File: config.mk
export PLATFORM = sky130hd
export DESIGN_NAME = ntt_btf_sched
export DESIGN_NICKNAME = d
export VERILOG_FILES = /design/src/rtl/ntt_pkg.sv /design/src/rtl/ntt_btf_addr_gen.sv /design/src/rtl/ntt_btf_sched.sv
export SDC_FILE = /design/constraint.sdc
export NUM_CORES = 1
export LEC_CHECK = 0
export ABC_CLOCK_PERIOD_IN_PS = 5800
export CAP_MARGIN = 20
export CORE_MARGIN = 2
export CORE_UTILIZATION = 41
export CTS_CLUSTER_SIZE = 14
export DETAILED_ROUTE_END_ITERATION = 6
export GPL_TIMING_DRIVEN = 0
export PLACE_DENSITY = 0.71
export SETUP_SLACK_MARGIN = 0.4
export SKIP_LAST_GASP = 1
export SLEW_MARGIN = 40
export SYNTH_ARGS = -nofsm -noshare
export SYNTH_HDL_FRONTEND = slang
export SYNTH_SLANG_ARGS = --single-unit
export TNS_END_PERCENT = 20
File: constraint.sdc
create_clock -name clk -period 5.8 [get_ports clk]
set_input_delay 1.16 -clock clk [delete_from_list [all_inputs] [get_ports clk]]
set_output_delay 1.16 -clock clk [all_outputs]
set_load 0.05 [all_outputs]
File: src/rtl/ntt_pkg.sv
// ntt_pkg: shared scheduler state encoding and latency/width helpers
package ntt_pkg;
    typedef enum logic [1:0] {IDLE, ISSUE, DRAIN, DONE} state_t;
    function automatic int pipe_lat(input int rd_lat, input int btf_lat);
        return rd_lat + btf_lat;
    endfunction
    function automatic int cnt_w(input int n);
        return (n < 2) ? 1 : $clog2(n);
    endfunction
endpackage

File: src/rtl/ntt_btf_addr_gen.sv
// btf_addr_gen: Cooley-Tukey operand-pair and twiddle address for (stage, k)
module btf_addr_gen #(
    parameter int LOGN = 8
) (
    input  logic [LOGN-1:0] stage,
    input  logic [LOGN-2:0] k,
    output logic [LOGN-1:0] addr_a,
    output logic [LOGN-1:0] addr_b,
    output logic [LOGN-2:0] tw_addr
);
    logic [LOGN-1:0] m, kx, j, sh, tw_full;
    // split k into group g and offset j; a = g*2m + j, b = a + m, tw = j scaled to the ROM span
    always_comb begin
        m       = LOGN'(1) << stage;
        kx      = LOGN'(k);
        j       = kx & (m - 1'b1);
        sh      = LOGN'(LOGN - 1) - stage;
        addr_a  = ((kx >> stage) << (stage + 1'b1)) | j;
        addr_b  = addr_a + m;
        tw_full = j << sh;
        tw_addr = tw_full[LOGN-2:0];
    end
endmodule

File: src/rtl/ntt_btf_sched.sv
// ntt_btf_sched: butterfly issue/write-back sequencer for an in-place NTT (optional NTT_SCHED_PERF_EN adds stall_cnt/cycle_cnt)
module ntt_btf_sched
    import ntt_pkg::*;
#(
    parameter int LOGN    = 8,
    parameter int RD_LAT  = 1,
    parameter int BTF_LAT = 2
) (
    input  logic            clk,
    input  logic            rst_n,
    input  logic            start,
    input  logic            stall,
    output logic            busy,
    output logic            done,
    output logic [LOGN-1:0] stage,
    output logic            rd_en,
    output logic [LOGN-1:0] rd_addr_a,
    output logic [LOGN-1:0] rd_addr_b,
    output logic [LOGN-2:0] tw_addr,
    output logic            wr_en,
    output logic [LOGN-1:0] wr_addr_a,
    output logic [LOGN-1:0] wr_addr_b
`ifdef NTT_SCHED_PERF_EN
    ,
    output logic [31:0]     stall_cnt,
    output logic [31:0]     cycle_cnt
`endif
);
    localparam int PIPE_LAT = pipe_lat(RD_LAT, BTF_LAT);
    localparam int HALF     = 1 << (LOGN - 1);
    localparam int DW       = cnt_w(PIPE_LAT);

    state_t          state, state_n;
    logic [LOGN-2:0] k, k_n;
    logic [LOGN-1:0] stage_n, ga, gb;
    logic [LOGN-2:0] gt;
    logic [DW-1:0]   dcnt, dcnt_n;
    logic [PIPE_LAT-1:0] vd;
    logic [LOGN-1:0] da [PIPE_LAT];
    logic [LOGN-1:0] db [PIPE_LAT];

    btf_addr_gen #(.LOGN(LOGN)) u_gen (
        .stage   (stage),
        .k       (k),
        .addr_a  (ga),
        .addr_b  (gb),
        .tw_addr (gt)
    );

    // state, butterfly index, stage and drain counter registers
    always_ff @(posedge clk or negedge rst_n) begin
        if (!rst_n) begin
            state <= IDLE;
            k     <= '0;
            stage <= '0;
            dcnt  <= '0;
        end else begin
            state <= state_n;
            k     <= k_n;
            stage <= stage_n;
            dcnt  <= dcnt_n;
        end
    end

    // next-state and issue decode; drain waits out the pipeline so writes land before the next stage reads
    always_comb begin
        state_n = state;
        k_n     = k;
        stage_n = stage;
        dcnt_n  = dcnt;
        rd_en   = 1'b0;
        unique case (state)
            IDLE: if (start) begin
                state_n = ISSUE;
                k_n     = '0;
                stage_n = '0;
            end
            ISSUE: if (!stall) begin
                rd_en = 1'b1;
                k_n   = k + 1'b1;
                if (k == (LOGN-1)'(HALF - 1)) begin
                    state_n = DRAIN;
                    dcnt_n  = '0;
                end
            end
            DRAIN: begin
                dcnt_n = dcnt + 1'b1;
                if (dcnt == DW'(PIPE_LAT - 1)) begin
                    if (stage == LOGN'(LOGN - 1)) state_n = DONE;
                    else begin
                        state_n = ISSUE;
                        stage_n = stage + 1'b1;
                        k_n     = '0;
                    end
                end
            end
            DONE: state_n = IDLE;
            default: state_n = IDLE;
        endcase
        rd_addr_a = rd_en ? ga : '0;
        rd_addr_b = rd_en ? gb : '0;
        tw_addr   = rd_en ? gt : '0;
    end

    assign busy = (state == ISSUE) || (state == DRAIN);
    assign done = (state == DONE);

    // write-back delay line, independent of stall; reset drops in-flight writes
    always_ff @(posedge clk or negedge rst_n) begin
        if (!rst_n) begin
            vd <= '0;
            for (int i = 0; i < PIPE_LAT; i++) begin
                da[i] <= '0;
                db[i] <= '0;
            end
        end else begin
            vd[0] <= rd_en;
            da[0] <= rd_addr_a;
            db[0] <= rd_addr_b;
            for (int i = 1; i < PIPE_LAT; i++) begin
                vd[i] <= vd[i-1];
                da[i] <= da[i-1];
                db[i] <= db[i-1];
            end
        end
    end

    assign wr_en     = vd[PIPE_LAT-1];
    assign wr_addr_a = da[PIPE_LAT-1];
    assign wr_addr_b = db[PIPE_LAT-1];

`ifdef NTT_SCHED_PERF_EN
    // run statistics: cleared on start acceptance, held after done
    always_ff @(posedge clk or negedge rst_n) begin
        if (!rst_n) begin
            cycle_cnt <= '0;
            stall_cnt <= '0;
        end else if (state == IDLE && start) begin
            cycle_cnt <= '0;
            stall_cnt <= '0;
        end else begin
            if (busy) cycle_cnt <= cycle_cnt + 1'b1;
            if (state == ISSUE && stall) stall_cnt <= stall_cnt + 1'b1;
        end
    end
`endif
endmodule
==> results of run 1 <==
-- worst paths after layout --
check | slack (ns) | depth (start not counted) | end | start
max in group asynchronous | 4.65 | 2 | da[23]$_DFF_PN0_ | rst_n
max | 0.43 | 17 | rd_addr_b[7] | stage[5]$_DFFE_PN0P_
min reg2reg | 0.35 | 0 | db[15]$_DFF_PN0_ | db[23]$_DFF_PN0_
min | 0.35 | 0 | db[15]$_DFF_PN0_ | db[23]$_DFF_PN0_
min in group asynchronous | 0.64 | 1 | k[0]$_DFFE_PN0P_ | rst_n
max reg2reg | 2.04 | 16 | db[23]$_DFF_PN0_ | stage[5]$_DFFE_PN0P_
-- critical path: stages (launching register included) --
cell,delay (ns)
sky130_fd_sc_hd__dfrtp_1,0.40
sky130_fd_sc_hd__buf_6,0.14
sky130_fd_sc_hd__or3_4,0.36
sky130_fd_sc_hd__buf_6,0.13
sky130_fd_sc_hd__nor2_4,0.15
sky130_fd_sc_hd__nand3_4,0.11
sky130_fd_sc_hd__ha_4,0.19
sky130_fd_sc_hd__or4bb_4,0.54
sky130_fd_sc_hd__nor4_4,0.32
sky130_fd_sc_hd__a311oi_2,0.12
sky130_fd_sc_hd__nand3_2,0.17
sky130_fd_sc_hd__ha_4,0.23
sky130_fd_sc_hd__nand2_4,0.07
sky130_fd_sc_hd__o22ai_4,0.07
sky130_fd_sc_hd__o41ai_2,0.34
sky130_fd_sc_hd__nand3_1,0.14
sky130_fd_sc_hd__a21oi_2,0.19
sky130_fd_sc_hd__buf_6,0.18
-- area by class of cell --
| type | instances | area, um^2 |
|---|---|---|
| Sequential cell | 70 | 1750 |
| Multi-Input combinational cell | 287 | 2020 |
| Buffer | 37 | 245 |
| Inverter | 23 | 92.6 |
| Tap cell | 129 | 161 |
| Timing Repair Buffer | 68 | 667 |
| Fill cell | 809 | 4090 |
| Clock buffer | 9 | 124 |
| Clock inverter | 6 | 87.6 |
-- what timing repair did --
action                                  in CTS  in global routing
buffers inserted                             3                 10
hold buffers                                 0                  0
pin swaps                                    3                 12
endpoints found under the setup margin      13                  9
gates resized for setup                     36                 42
-- synth_stat cells, types with 8 or more instances --
cell type                  number
sky130_fd_sc_hd__mux2i_1        8
sky130_fd_sc_hd__dfrtp_1       70
sky130_fd_sc_hd__nand2_1       39
sky130_fd_sc_hd__a21oi_1       13
sky130_fd_sc_hd__ha_1          17
sky130_fd_sc_hd__buf_4         17
sky130_fd_sc_hd__nand3_1       20
sky130_fd_sc_hd__and2_1         9
sky130_fd_sc_hd__o21ai_0       26
sky130_fd_sc_hd__nor2_1        27
sky130_fd_sc_hd__inv_1         20
sky130_fd_sc_hd__nor3_1        12
sky130_fd_sc_hd__clkbuf_1      12
-- kinds of logic (layout without fill, tap and decap cells) --
kind of cell / after synthesis / after routing / synth area share, %
AND/OR/NAND/NOR: 157 / 157 / 21.0
AO/OA/AOI/OAI: 96 / 96 / 16.3
flip-flops: 70 / 70 / 44.8
buffers and inverters: 60 / 143 / 7.61
adder cells (fa/ha/maj): 18 / 18 / 5.95
multiplexers: 11 / 11 / 3.20
XOR/XNOR: 5 / 5 / 1.12
-- layer usage --
metal  GRT usage [%]  vias to the layer above
met4            8.42                        0
li1                -                     1626
met2            35.1                      118
met5               0                        -
met1            25.9                     1619
met3            3.93                       23
-- per-stage QoR --
| step | std cells | utilization (%) | worst slack [ns] | area [um^2] | TNS (ns) |
|---|---|---|---|---|---|
| global route | 629 | 55.8 | 0.275 | 5150 | 0 |
| floorplan | 417 | - | 0.0700 | 3920 | 0 |
| global placement | 600 | 50.0 | -0.915 | 4620 | -2.51 |
| CTS | 619 | 53.4 | 0.253 | 4930 | 0 |
| detailed placement | 601 | 50.3 | -0.812 | 4650 | -2.21 |
| finish | 629 | 55.8 | 0.433 | 5150 | 0 |
-- flip-flops by register name, indices dropped and copies added, names as in the netlist --
signal / cells
da: 16
db: 16
dcnt: 2
k: 7
stage: 8
state: 2
vd: 3
wr_addr_a: 8
wr_addr_b: 8
-- power breakdown --
part / total (W) / leakage (nW) / internal [W] / switching [W]
Clock: 0.000430 / 0.109 / 0.000240 / 0.000190
Combinational: 0.00127 / 1.25 / 0.000461 / 0.000813
Sequential: 0.000612 / 0.961 / 0.000566 / 0.0000458
==> results, run 1 <==
- The run finished with clean final reports.
- The transition time at the pin with the least slew margin is 0.590 ns.
- The final antenna-violating net count is 0.
- The pin count of the biggest net entering global routing is 51.
- The worst path uses around 93% of the clock period.
- Once the floorplan was initialized, standard cells occupied between 40% and 50% of the core.
- The depth of the CTS H-tree is 3.
- The floorplan has 35 rows.
- After detailed routing, the number of remaining DRC violations is 0.
- The overall power consumption is approximately 0.0023 W.
- The type of destination of the critical path is an output port.
- The minimum clock period after layout is 5.37 ns.
- The worst path arrival time is roughly 4.2 ns.
- The library cell used most frequently in the layout, excluding fill and tap cells, is sky130_fd_sc_hd__dfrtp_1.
- The routed wire length is about 10 mm.
- The sum of overflow across all layers after global routing is 0.
- The clock latency reported for the late side of the worst-skew pair is roughly 0.36 ns.
- The number of buffer cells added on primary ports is 54.
- The detail-routed net length per standard cell is 16.4 um.
- For this run, the post-layout net count is approximately 520.
- The synthesized design contains 0 enable-type register cells.
- The first-pass GRT wire length is approximately 16 mm.
- The vias after detailed routing is roughly 3400.
- Setup repair after global routing could not meet its margin everywhere.
- The post-detailed-route via-to-cell ratio is about 5.4.
- The number of nets in the synthesized netlist is roughly 440.
- VDD sags by at most between 300 and 400 uV.
- For this design the ratio of total power to cell area is roughly 450 nW/um^2.
- The most instantiated flip-flop cell in the synthesis netlist is sky130_fd_sc_hd__dfrtp_1.
- Measured against its own limit, the worst slew margin works out to between 60 and 70%.
- Sorting the synthesized cells by area gives the leading types as sky130_fd_sc_hd__dfrtp_1 45%, sky130_fd_sc_hd__ha_1 5.4%, sky130_fd_sc_hd__nand2_1 3.7%.
- Max-cap violations in this run came to 0.
- The largest total area in the synthesized netlist belongs to sky130_fd_sc_hd__dfrtp_1.
- Static timing analysis puts the maximum clock frequency at about 190 MHz.
- The CTS root buffer is sky130_fd_sc_hd__clkbuf_8.
- The synthesized area is 3910 um^2.
- The number of hold-slack violations in the final timing report was 0.
- The number of top-level design ports is 55.
- The leakage power of the design is 2.32 nW.
- The required time at the worst-slack endpoint is ~4.6 ns.
- The library cells used most frequently in the layout, excluding fill and tap cells, are 68 x sky130_fd_sc_hd__dfrtp_1, 47 x sky130_fd_sc_hd__clkdlybuf4s50_1, 37 x sky130_fd_sc_hd__nand2_1.
- The proportion of layout cells with a drive suffix above 1 is around a fifth.
- The sink count of the clock tree is 70.
- The die covers around 10000 um^2.
- The placer congestion estimate is between 0.9 and 1.
- Setup violations remaining at the end of the flow were counted as 0.
- In the detailed route, the total length drawn on met3 is 532 um.
- Final hold analysis gives a worst-case slack of around 0.35 ns.
- The async set-reset flop share out of synthesis is between 90% and 100%.
- Averaged over all synthesized cells, the footprint is about 9.4 um^2.
- The number of antenna violations at the first check in global routing was 0.
- The detailed-routed wire length on met2 is about 5.3 mm.
- The CTS tree is built.
- The number of buffers created by CTS is 9.
- The top metal layer carrying routed signals is met4.
- After clock tree synthesis, the clock-pin slew on the worst setup and hold paths is approximately 0.090 ns.
- The layout overhead on the synthesized area is 31.7%.
- The overall routing resource usage is 20.7%.
- The pre-antenna-repair detailed-routing pass consisted of 5 iterations.
- The total core area is between 9000 and 10000 um^2.
- Across the routed clock network, the largest skew measured is between 0.015 and 0.02 ns.
- The number of warnings reported in the yosys synthesis log is 0.
- The number of max-slew violations in the final report was 0.
- The HPWL after detailed placement is about 7.5 mm.
- The critical path is of the reg -> out type.
- The worst setup path is launched from a flop.
- After synthesis the netlist holds a flip-flop and latch count of 70.
- 0 antenna diodes ended up in the layout.
- The via count of the first global-routing pass is about 3300.
- The width of the die is 102 um.
- The post-route met1 wirelength is between 4 and 5 mm.
- The largest driver fanout on the critical path is 5.
- The initial detailed-routing violation count is 200.
- Synthesis instantiated between 60 and 70 different standard cells from the library.
- The share of the yosys chip area belonging to registers is between 40 and 50%.
- In this run the worst hold path is classified as reg -> reg.
- From bottom edge to top edge, the die measures just over 100 um.
- The top cell type by area accounts for between 40% and 50% of the synthesized area.
- No sink is reached through more buffers than the 2 on the longest clock path.
- The cell count after synthesis is between 400 and 500.
Note: power is estimated with default switching activity, not from simulation.
==> inputs of run 2 (changes only) <==
--- a/config.mk
+++ b/config.mk
@@ -10,4 +10,5 @@
 export CORE_MARGIN = 2
 export CORE_UTILIZATION = 41
+export CTS_CLUSTER_DIAMETER = 200
 export CTS_CLUSTER_SIZE = 14
 export DETAILED_ROUTE_END_ITERATION = 6
==> constraint.sdc (replaced) <==
create_clock -name clk -period 5.8 [get_ports clk]
set_input_delay 1.74 -clock clk [delete_from_list [all_inputs] [get_ports clk]]
set_output_delay 1.74 -clock clk [all_outputs]
set_load 0.05 [all_outputs]
==> run 2 against run 1 <==
Against the previous run: worst setup slack got worse by 0.43 ns; clock skew decreased by 0.0018 ns; via count increased by 0.35%; critical path type is now in -> out; fmax decreased by 7.4%; highest routed layer unchanged; non-clock buffer count decreased by 6; first-iteration DRC count increased by 36%; final cell count decreased by 0.95%; critical path depth decreased by 12; clock power about the same; critical endpoint is now tw_addr[5].
==> results, run 2 (same netlist as run 1, synthesis figures left out) <==
- The clock edge transition at the registers on the reported setup and hold paths is 0.07 ns (was 0.09 ns).
- The final critical-path share of the clock period is 99.9% (was 92.5%).
- The antenna diode count came to 0 (unchanged).
- The overall routing resource usage is 20.9% (was 20.7%).
- The detail-routed net length per standard cell was 16.2 um (was 16.4 um).
- The required time at the worst-slack endpoint is 4.06 ns (was 4.64 ns).
- The worst-path cell with the longest stage delay was sky130_fd_sc_hd__clkdlybuf4s50_1 (was sky130_fd_sc_hd__or4bb_4).
- The combined flip-flop and latch cell area came to 1760 um^2 (was 1750 um^2).
- The critical setup path kind is in -> out (was reg -> out).
- The power per standard cell area is 447 nW/um^2 (was 449 nW/um^2).
- The highest attainable clock frequency is 173 MHz (was 186 MHz).
- Top library cells by usage in the layout, fill and taps aside: 65 x sky130_fd_sc_hd__dfrtp_1, 42 x sky130_fd_sc_hd__clkdlybuf4s50_1, 38 x sky130_fd_sc_hd__nand2_1 (was 68 x sky130_fd_sc_hd__dfrtp_1, 47 x sky130_fd_sc_hd__clkdlybuf4s50_1, 37 x sky130_fd_sc_hd__nand2_1).
- The width of the die is 102 um (unchanged).
- The final antenna-violating net count is 0 (unchanged).
- The final setup skew was 0.0149 ns (was 0.0167 ns).
- The kind of start point of the critical path is an input pin (was flop).
- The via count of the first global-routing pass was 3327 (was 3284).
- The number of cells on the worst reg-to-reg path was 17 (was 16).
- The final worst-path setup slack is 0.00534 ns (was 0.433 ns).
- The path category of the worst min-delay check is reg -> reg (unchanged).
- The starting utilization of the core area is 42.3% (unchanged).
- The post-placement cell area is 4720 um^2 (was 4650 um^2).
- The fill cell total of the finished layout is 825 (was 809).
- The max-capacitance violation count was 0 (unchanged).
- The placer congestion estimate is 0.935 (was 0.940).
- The minimum clock period after layout came to 5.79 ns (was 5.37 ns).
- The cts-stage hold buffer count is 0 (unchanged).
- The largest driver fanout on the critical path is 4 (was 5).
- The final count of negative-setup-slack endpoints is 0 (unchanged).
- The number of hold-slack violations in the final timing report was 0 (unchanged).
- The placed wire-length estimate is 7.44 mm (was 7.45 mm).
- The first-pass GRT wire length was 16.7 mm (was 16.4 mm).
- The proportion of layout cells with a drive suffix above 1 is 20.6% (was 20.0%).
- The post-route DRC violation count is 0 (unchanged).
- The total core area is 9240 um^2 (unchanged).
- The sink count of the clock tree is 70 (unchanged).
- The net count reported at finish is 512 (was 518).
- The largest stage delay on the critical path is 0.83 ns (was 0.54 ns).
- The clock latency reported for the late side of the worst-skew pair is 0.35 ns (was 0.36 ns).
- The relative max-transition margin came to 56.6% (was 60.6%).
- The number of stages on the worst hold path is 0 (unchanged).
- The type of destination of the critical path is an output port (unchanged).
- The end of the worst register-to-register path was db[23]$_DFF_PN0_ (unchanged).
- The post-layout instance area is 5150 um^2 (about the same).
- The worst hold path endpoint is wr_addr_b[7]$_DFF_PN0_ (was db[15]$_DFF_PN0_).
- The total die area is 10300 um^2 (unchanged).
- The sum of overflow across all layers after global routing was 0 (unchanged).
- The most common cell after layout, fill and taps aside is sky130_fd_sc_hd__dfrtp_1 (unchanged).
- The worst min-delay path startpoint is db[15]$_DFF_PN0_ (was db[23]$_DFF_PN0_).
- The worst path arrival time is 4.05 ns (was 4.21 ns).
- The initial detailed-routing violation count is 271 (was 200).
- The launching point of the worst reg2reg path is stage[5]$_DFFE_PN0P_ (unchanged).
- The multi-input logic area is 2050 um^2 (was 2020 um^2).
- The CTS root buffer is sky130_fd_sc_hd__clkbuf_8 (unchanged).
- The number of buffer cells added on primary ports came to 54 (unchanged).
- The minimum setup slack among reg-to-reg paths is 2.22 ns (was 2.04 ns).
- The number of placement rows is 35 (unchanged).
- The number of top-level design ports is 55 (unchanged).
- Setup repair after global routing missed its margin: yes (unchanged).
- The post-detailed-route via-to-cell ratio was 5.45 (was 5.38).
- The pin count of the biggest net entering global routing is 46 (was 51).
- The layout overhead on the synthesized area is 31.6% (was 31.7%).
- The CTS tree was built (unchanged).
- The dominant cell type by count on the critical path is sky130_fd_sc_hd__clkdlybuf4s50_1 (was sky130_fd_sc_hd__buf_6).
- The pre-CTS setup slack is -0.905 ns (was -0.812 ns).
- The number of buffers created by CTS is 9 (unchanged).
- Chain of cells forming the critical path: clkdlybuf4s50_1, nand2b_1, or4_4, a21oi_1, clkdlybuf4s50_1 (was buf_6, or3_4, buf_6, nor2_4, nand3_4, ha_4, or4bb_4, nor4_4, a311oi_2, nand3_2, ha_4, nand2_4, o22ai_4, o41ai_2, nand3_1, a21oi_2, buf_6).
- The transition time at the pin with the least slew margin is 0.651 ns (was 0.590 ns).
- The number of max-slew violations in the final report came to 0 (unchanged).
- The vias after detailed routing is 3398 (was 3386).
- Result of the run: finished clean (unchanged).
- The leakage power of the design is 2.30 nW (was 2.32 nW).
- The worst-case clock buffer depth came to 2 (unchanged).
- The routed wire length is 10.1 mm (was 10.3 mm).
- The number of optimization iterations in the first detailed-route pass is 7 (was 5).
- The worst supply voltage drop on vdd is 392 uV (was 367 uV).
- The die height is 102 um (unchanged).
- The number of antenna violations at the first check in global routing was 0 (unchanged).
- The depth of the CTS H-tree was 3 (unchanged).
- Biggest registers after layout: da x16, db x16 (unchanged).
-- run 2: changes by cell type in the layout (fill, tap and decap cells not counted), moves of 3 or more --
| cell | change |
|---|---|
| sky130_fd_sc_hd__clkdlybuf4s50_1 | -5 |
| sky130_fd_sc_hd__dfrtp_2 | +3 |
| sky130_fd_sc_hd__buf_4 | -7 |
| sky130_fd_sc_hd__dfrtp_1 | -3 |
-- run 2: how the worst max path moves through the flow --
stage | startpoint | to | cells past startpoint
detailed placement | stage[5]$_DFFE_PN0P_ | rd_addr_b[7] | 18
global route | stage[2]$_DFFE_PN0P_ | rd_addr_b[6] | 14
global placement | stage[3]$_DFFE_PN0P_ | rd_addr_b[7] | 18
finish | stall | tw_addr[5] | 5
floorplan | stall | tw_addr[1] | 4
CTS | stall | tw_addr[1] | 6
-- run 2: layout make-up --
type / instances / share of cell area, %
Sequential cell: 70 / 34.2
Timing Repair Buffer: 62 / 11.8
Clock inverter: 6 / 1.70
Buffer: 37 / 5.20
Inverter: 23 / 1.75
Clock buffer: 9 / 2.41
Tap cell: 129 / 3.14
Multi-Input combinational cell: 287 / 39.8
-- run 2: per-layer routing --
layer | share of wire (%) | GRT usage [%]
met1 | 43 | 26.6
met5 | 0 | 0
met4 | 2.3 | 8.21
met3 | 5.6 | 4.00
met2 | 49 | 35.3
-- run 2: metrics by stage --
| stage | hold slack [ns] | utilization (%) | TNS, ns | std cells | total power (W) |
|---|---|---|---|---|---|
| 6_report | 0.344 | 55.7 | 0 | 623 | 0.00230 |
| 5_1_grt | 0.354 | 55.7 | -0.618 | 623 | 0.00246 |
| 4_1_cts | 0.346 | 55.3 | -0.327 | 623 | 0.00229 |
| 3_5_place_dp | 0.335 | 51.1 | -4.96 | 601 | 0.00177 |
| 3_3_place_gp | 0.332 | 50.8 | -4.71 | 600 | 0.00176 |
| 2_1_floorplan | 0.331 | - | 0 | 417 | 0.00147 |
-- run 2: power by group --
| part | switching (W) | internal [W] | total, W |
|---|---|---|---|
| logic | 0.000805 | 0.000464 | 0.00127 |
| registers | 0.0000409 | 0.000566 | 0.000607 |
| clock network | 0.000188 | 0.000240 | 0.000427 |
| total | 0.00103 | 0.00127 | 0.00230 |
-- run 2: worst max-delay path: cells and delay by family --
family,cells,cell delay [ns]
AOI/OAI and AO/OA,1,0.19
buffers and inverters,2,1.31
and+or+nand+nor,2,0.80
-- run 2: timing repair --
item,CTS,global route
resized for setup,65,17
setup buffers,7,0
gates cloned,0,0
endpoints found under the setup margin,23,23
pin swaps,10,0
==> inputs of run 3 (changes only) <==
- CORE_ASPECT_RATIO: unset -> 2
- CORE_UTILIZATION: 41 -> 30
- PLACE_DENSITY: 0.71 -> 0.57
==> run 3 against run 2 <==
Against the previous run: combinational power up 7%; sequential share of layout area down 1.7 points; power rose by 8.5%; core utilization shrank 13 points; via count up 2.3%; global-route usage fell by 4.5 points; clock skew shrank 0.0072 ns; register-to-register slack better by 0.09 ns.
==> results, run 3 (same netlist as run 1, synthesis figures left out) <==
- Result of the run: finished clean (unchanged).
- The width of the die is 84.7 um (was 102 um).
- The depth of the CTS H-tree is 3 (unchanged).
- The pin count of the biggest net entering global routing is 58 (was 46).
- The detail-routed net length per standard cell is 16.7 um (was 16.2 um).
- Setup repair after global routing missed its margin: yes (unchanged).
- The number of antenna violations at the first check in global routing is 0 (unchanged).
- The most utilized layer in the global route result is met2 (unchanged).
- The number of placement rows is 59 (was 35).
- The most common cell after layout, fill and taps aside was sky130_fd_sc_hd__dfrtp_1 (unchanged).
- The transition time at the pin with the least slew margin came to 0.566 ns (was 0.651 ns).
- The worst supply voltage drop on vdd was 207 uV (was 392 uV).
- The number of cells on the worst reg-to-reg path is 14 (was 17).
- The non-filler instance count after layout is 655 (was 623).
- The post-detailed-route via-to-cell ratio is 5.31 (was 5.45).
- The placer congestion estimate is 0.898 (was 0.935).
- The relative max-transition margin was 62.3% (was 56.6%).
- The number of buffers created by CTS is 9 (unchanged).
- The worst hold path endpoint is vd[1]$_DFF_PN0_ (was wr_addr_b[7]$_DFF_PN0_).
- The required time at the worst-slack endpoint is 4.06 ns (about the same).
- The worst min-delay path startpoint is vd[0]$_DFF_PN0_ (was db[15]$_DFF_PN0_).
- The path category of the worst min-delay check is reg -> reg (unchanged).
- The post-route DRC violation count is 0 (unchanged).
- The starting utilization of the core area was 30.5% (was 42.3%).
- The overall routing resource usage was 16.5% (was 20.9%).
- The cts-stage hold buffer count is 0 (unchanged).
- The clock latency reported for the late side of the worst-skew pair came to 0.34 ns (was 0.35 ns).
- The number of top-level design ports is 55 (unchanged).
- The largest driver fanout on the critical path came to 4 (unchanged).
- The sum of overflow across all layers after global routing is 0 (unchanged).
- The number of optimization iterations in the first detailed-route pass was 5 (was 7).
- The worst-case clock buffer depth came to 2 (unchanged).
- The final setup skew is 0.00768 ns (was 0.0149 ns).
- The initial detailed-routing violation count is 179 (was 271).
- The launching point of the worst reg2reg path was stage[0]$_DFFE_PN0P_ (was stage[5]$_DFFE_PN0P_).
- The proportion of layout cells with a drive suffix above 1 was 25.4% (was 20.6%).
- Biggest registers after layout: da x16, db x16 (unchanged).
- The via count of the first global-routing pass is 3514 (was 3327).
- The type of destination of the critical path is an output port (unchanged).
- The clock edge transition at the registers on the reported setup and hold paths is 0.06 ns (was 0.07 ns).
- The vias after detailed routing is 3477 (was 3398).
- The number of stages on the worst hold path is 0 (unchanged).
- The fill cell total of the finished layout was 1289 (was 825).
- The critical setup path kind was reg -> out (was in -> out).
- The total die area is 14000 um^2 (was 10300 um^2).
- The minimum setup slack among reg-to-reg paths is 2.31 ns (was 2.22 ns).
- Top library cells by usage in the layout, fill and taps aside: 65 x sky130_fd_sc_hd__dfrtp_1, 36 x sky130_fd_sc_hd__nand2_1, 36 x sky130_fd_sc_hd__clkdlybuf4s50_1 (was 65 x sky130_fd_sc_hd__dfrtp_1, 42 x sky130_fd_sc_hd__clkdlybuf4s50_1, 38 x sky130_fd_sc_hd__nand2_1).
- The global-route met3 utilization came to 3.18% (was 4.00%).
- The end of the worst register-to-register path is db[22]$_DFF_PN0_ (was db[23]$_DFF_PN0_).
- The final critical-path share of the clock period is 97.4% (was 99.9%).
- The total core area is 12800 um^2 (was 9240 um^2).
- The die height is 165 um (was 102 um).
- The placed wire-length estimate is 7.73 mm (was 7.44 mm).
- The max-capacitance violation count came to 0 (unchanged).
- The first-pass GRT wire length is 18.1 mm (was 16.7 mm).
- The CTS tree is built (unchanged).
- The post-layout utilization of the core is 42.2% (was 55.7%).
- The global-route track usage on met1 was 20.4% (was 26.6%).
- The final count of negative-setup-slack endpoints is 0 (unchanged).
- The number of hold-slack violations in the final timing report is 0 (unchanged).
- The CTS root buffer is sky130_fd_sc_hd__clkbuf_16 (was sky130_fd_sc_hd__clkbuf_8).
- The power per standard cell area came to 461 nW/um^2 (was 447 nW/um^2).
- The minimum clock period after layout is 5.65 ns (was 5.79 ns).
- The routed wire length came to 10.9 mm (was 10.1 mm).
- The leakage power of the design is 2.51 nW (was 2.30 nW).
- The number of buffer cells added on primary ports was 54 (unchanged).
- The highest attainable clock frequency is 177 MHz (was 173 MHz).
- The sink count of the clock tree was 70 (unchanged).
- The net count reported at finish was 520 (was 512).
- The antenna diode count is 0 (unchanged).
- The total placed cells including tap cells is 624 (was 601).
- The final antenna-violating net count is 0 (unchanged).
- The sum of negative setup slack is 0 ns (unchanged).
- The global-route track usage on met2 is 27.2% (was 35.3%).
- The worst path arrival time is 3.91 ns (was 4.05 ns).
- The layout overhead on the synthesized area is 38.6% (was 31.6%).
- The kind of start point of the critical path is a flop (was input pin).
- The number of max-slew violations in the final report is 0 (unchanged).
[run 3: cell count changes in the layout (fill, tap and decap cells not counted), sizes merged]
cell | before | now
buf | 37 | 45
inv | 19 | 23
dlymetal6s2s | 0 | 6
clkinv | 7 | 4
dlygate4sd2 | 3 | 2
clkbuf | 23 | 27
clkdlybuf4s15 | 3 | 0
clkinvlp | 1 | 3
bufinv | 2 | 0
clkdlybuf4s50 | 42 | 36
[run 3: critical path: stages, from the launching register on]
cell and delay, ns:
sky130_fd_sc_hd__dfrtp_2 0.40, sky130_fd_sc_hd__buf_6 0.13, sky130_fd_sc_hd__or3_1 0.37, sky130_fd_sc_hd__buf_6 0.14
sky130_fd_sc_hd__nor2_4 0.14, sky130_fd_sc_hd__nand3_4 0.11, sky130_fd_sc_hd__ha_4 0.21, sky130_fd_sc_hd__or4bb_4 0.53
sky130_fd_sc_hd__nor4_4 0.20, sky130_fd_sc_hd__a311oi_4 0.08, sky130_fd_sc_hd__nand3_2 0.15, sky130_fd_sc_hd__ha_4 0.22
sky130_fd_sc_hd__nand2_2 0.08, sky130_fd_sc_hd__o22ai_4 0.08, sky130_fd_sc_hd__o41ai_4 0.25, sky130_fd_sc_hd__nand3_2 0.14
sky130_fd_sc_hd__a21oi_4 0.16, sky130_fd_sc_hd__buf_6 0.18
[run 3: worst max path at each step]
stage                    startpoint  depth (start not counted)  slack (ns)            to
2_1_floorplan                 stall                          4        0.22    tw_addr[1]
3_3_place_gp   stage[0]$_DFFE_PN0P_                         18       -1.02  rd_addr_b[7]
3_5_place_dp   stage[3]$_DFFE_PN0P_                         18       -1.01  rd_addr_b[7]
4_1_cts                       stall                          6       -0.15    tw_addr[2]
5_1_grt        stage[5]$_DFFE_PN0P_                         17       -0.04  rd_addr_b[7]
6_report       stage[5]$_DFFE_PN0P_                         17        0.15  rd_addr_b[7]
[run 3: layout make-up]
cell class                      instances  area [um^2]  share of cell area [%]
Multi-Input combinational cell        287         2130                    39.4
Sequential cell                        70         1760                    32.4
Timing Repair Buffer                   70          673                    12.4
Buffer                                 37          283                    5.21
Clock buffer                            9          225                    4.15
Tap cell                              152          190                    3.51
Inverter                               23         96.3                    1.78
Clock inverter                          7         62.6                    1.15
[run 3: metrics by stage]
stage,total power [W],instance area (um^2),setup slack [ns],hold slack (ns)
after CTS,0.00248,5340,-0.146,0.345
after global routing,0.00267,5420,-0.0368,0.353
after floorplan,0.00147,4000,0.215,0.331
final,0.00250,5420,0.151,0.346
after detailed placement,0.00180,4760,-1.01,0.335
after global placement,0.00180,4730,-1.02,0.332
[run 3: metal layers]
| layer | up-vias | part of all wire (%) |
|---|---|---|
| li1 | 1639 | - |
| met1 | 1670 | 42 |
| met2 | 135 | 49 |
| met3 | 33 | 5.6 |
| met4 | 0 | 3.6 |
| met5 | - | 0 |
[run 3: power breakdown]
part / switching, W / internal (W) / total [W]
Sequential: 0.0000419 / 0.000567 / 0.000609
Clock: 0.000228 / 0.000298 / 0.000526
Combinational: 0.000851 / 0.000512 / 0.00136
[run 3: what timing repair did]
action	4_1_cts	5_1_grt
endpoints found under the setup margin	23	23
pin swaps	14	1
setup buffers	12	3
resized for setup	84	35
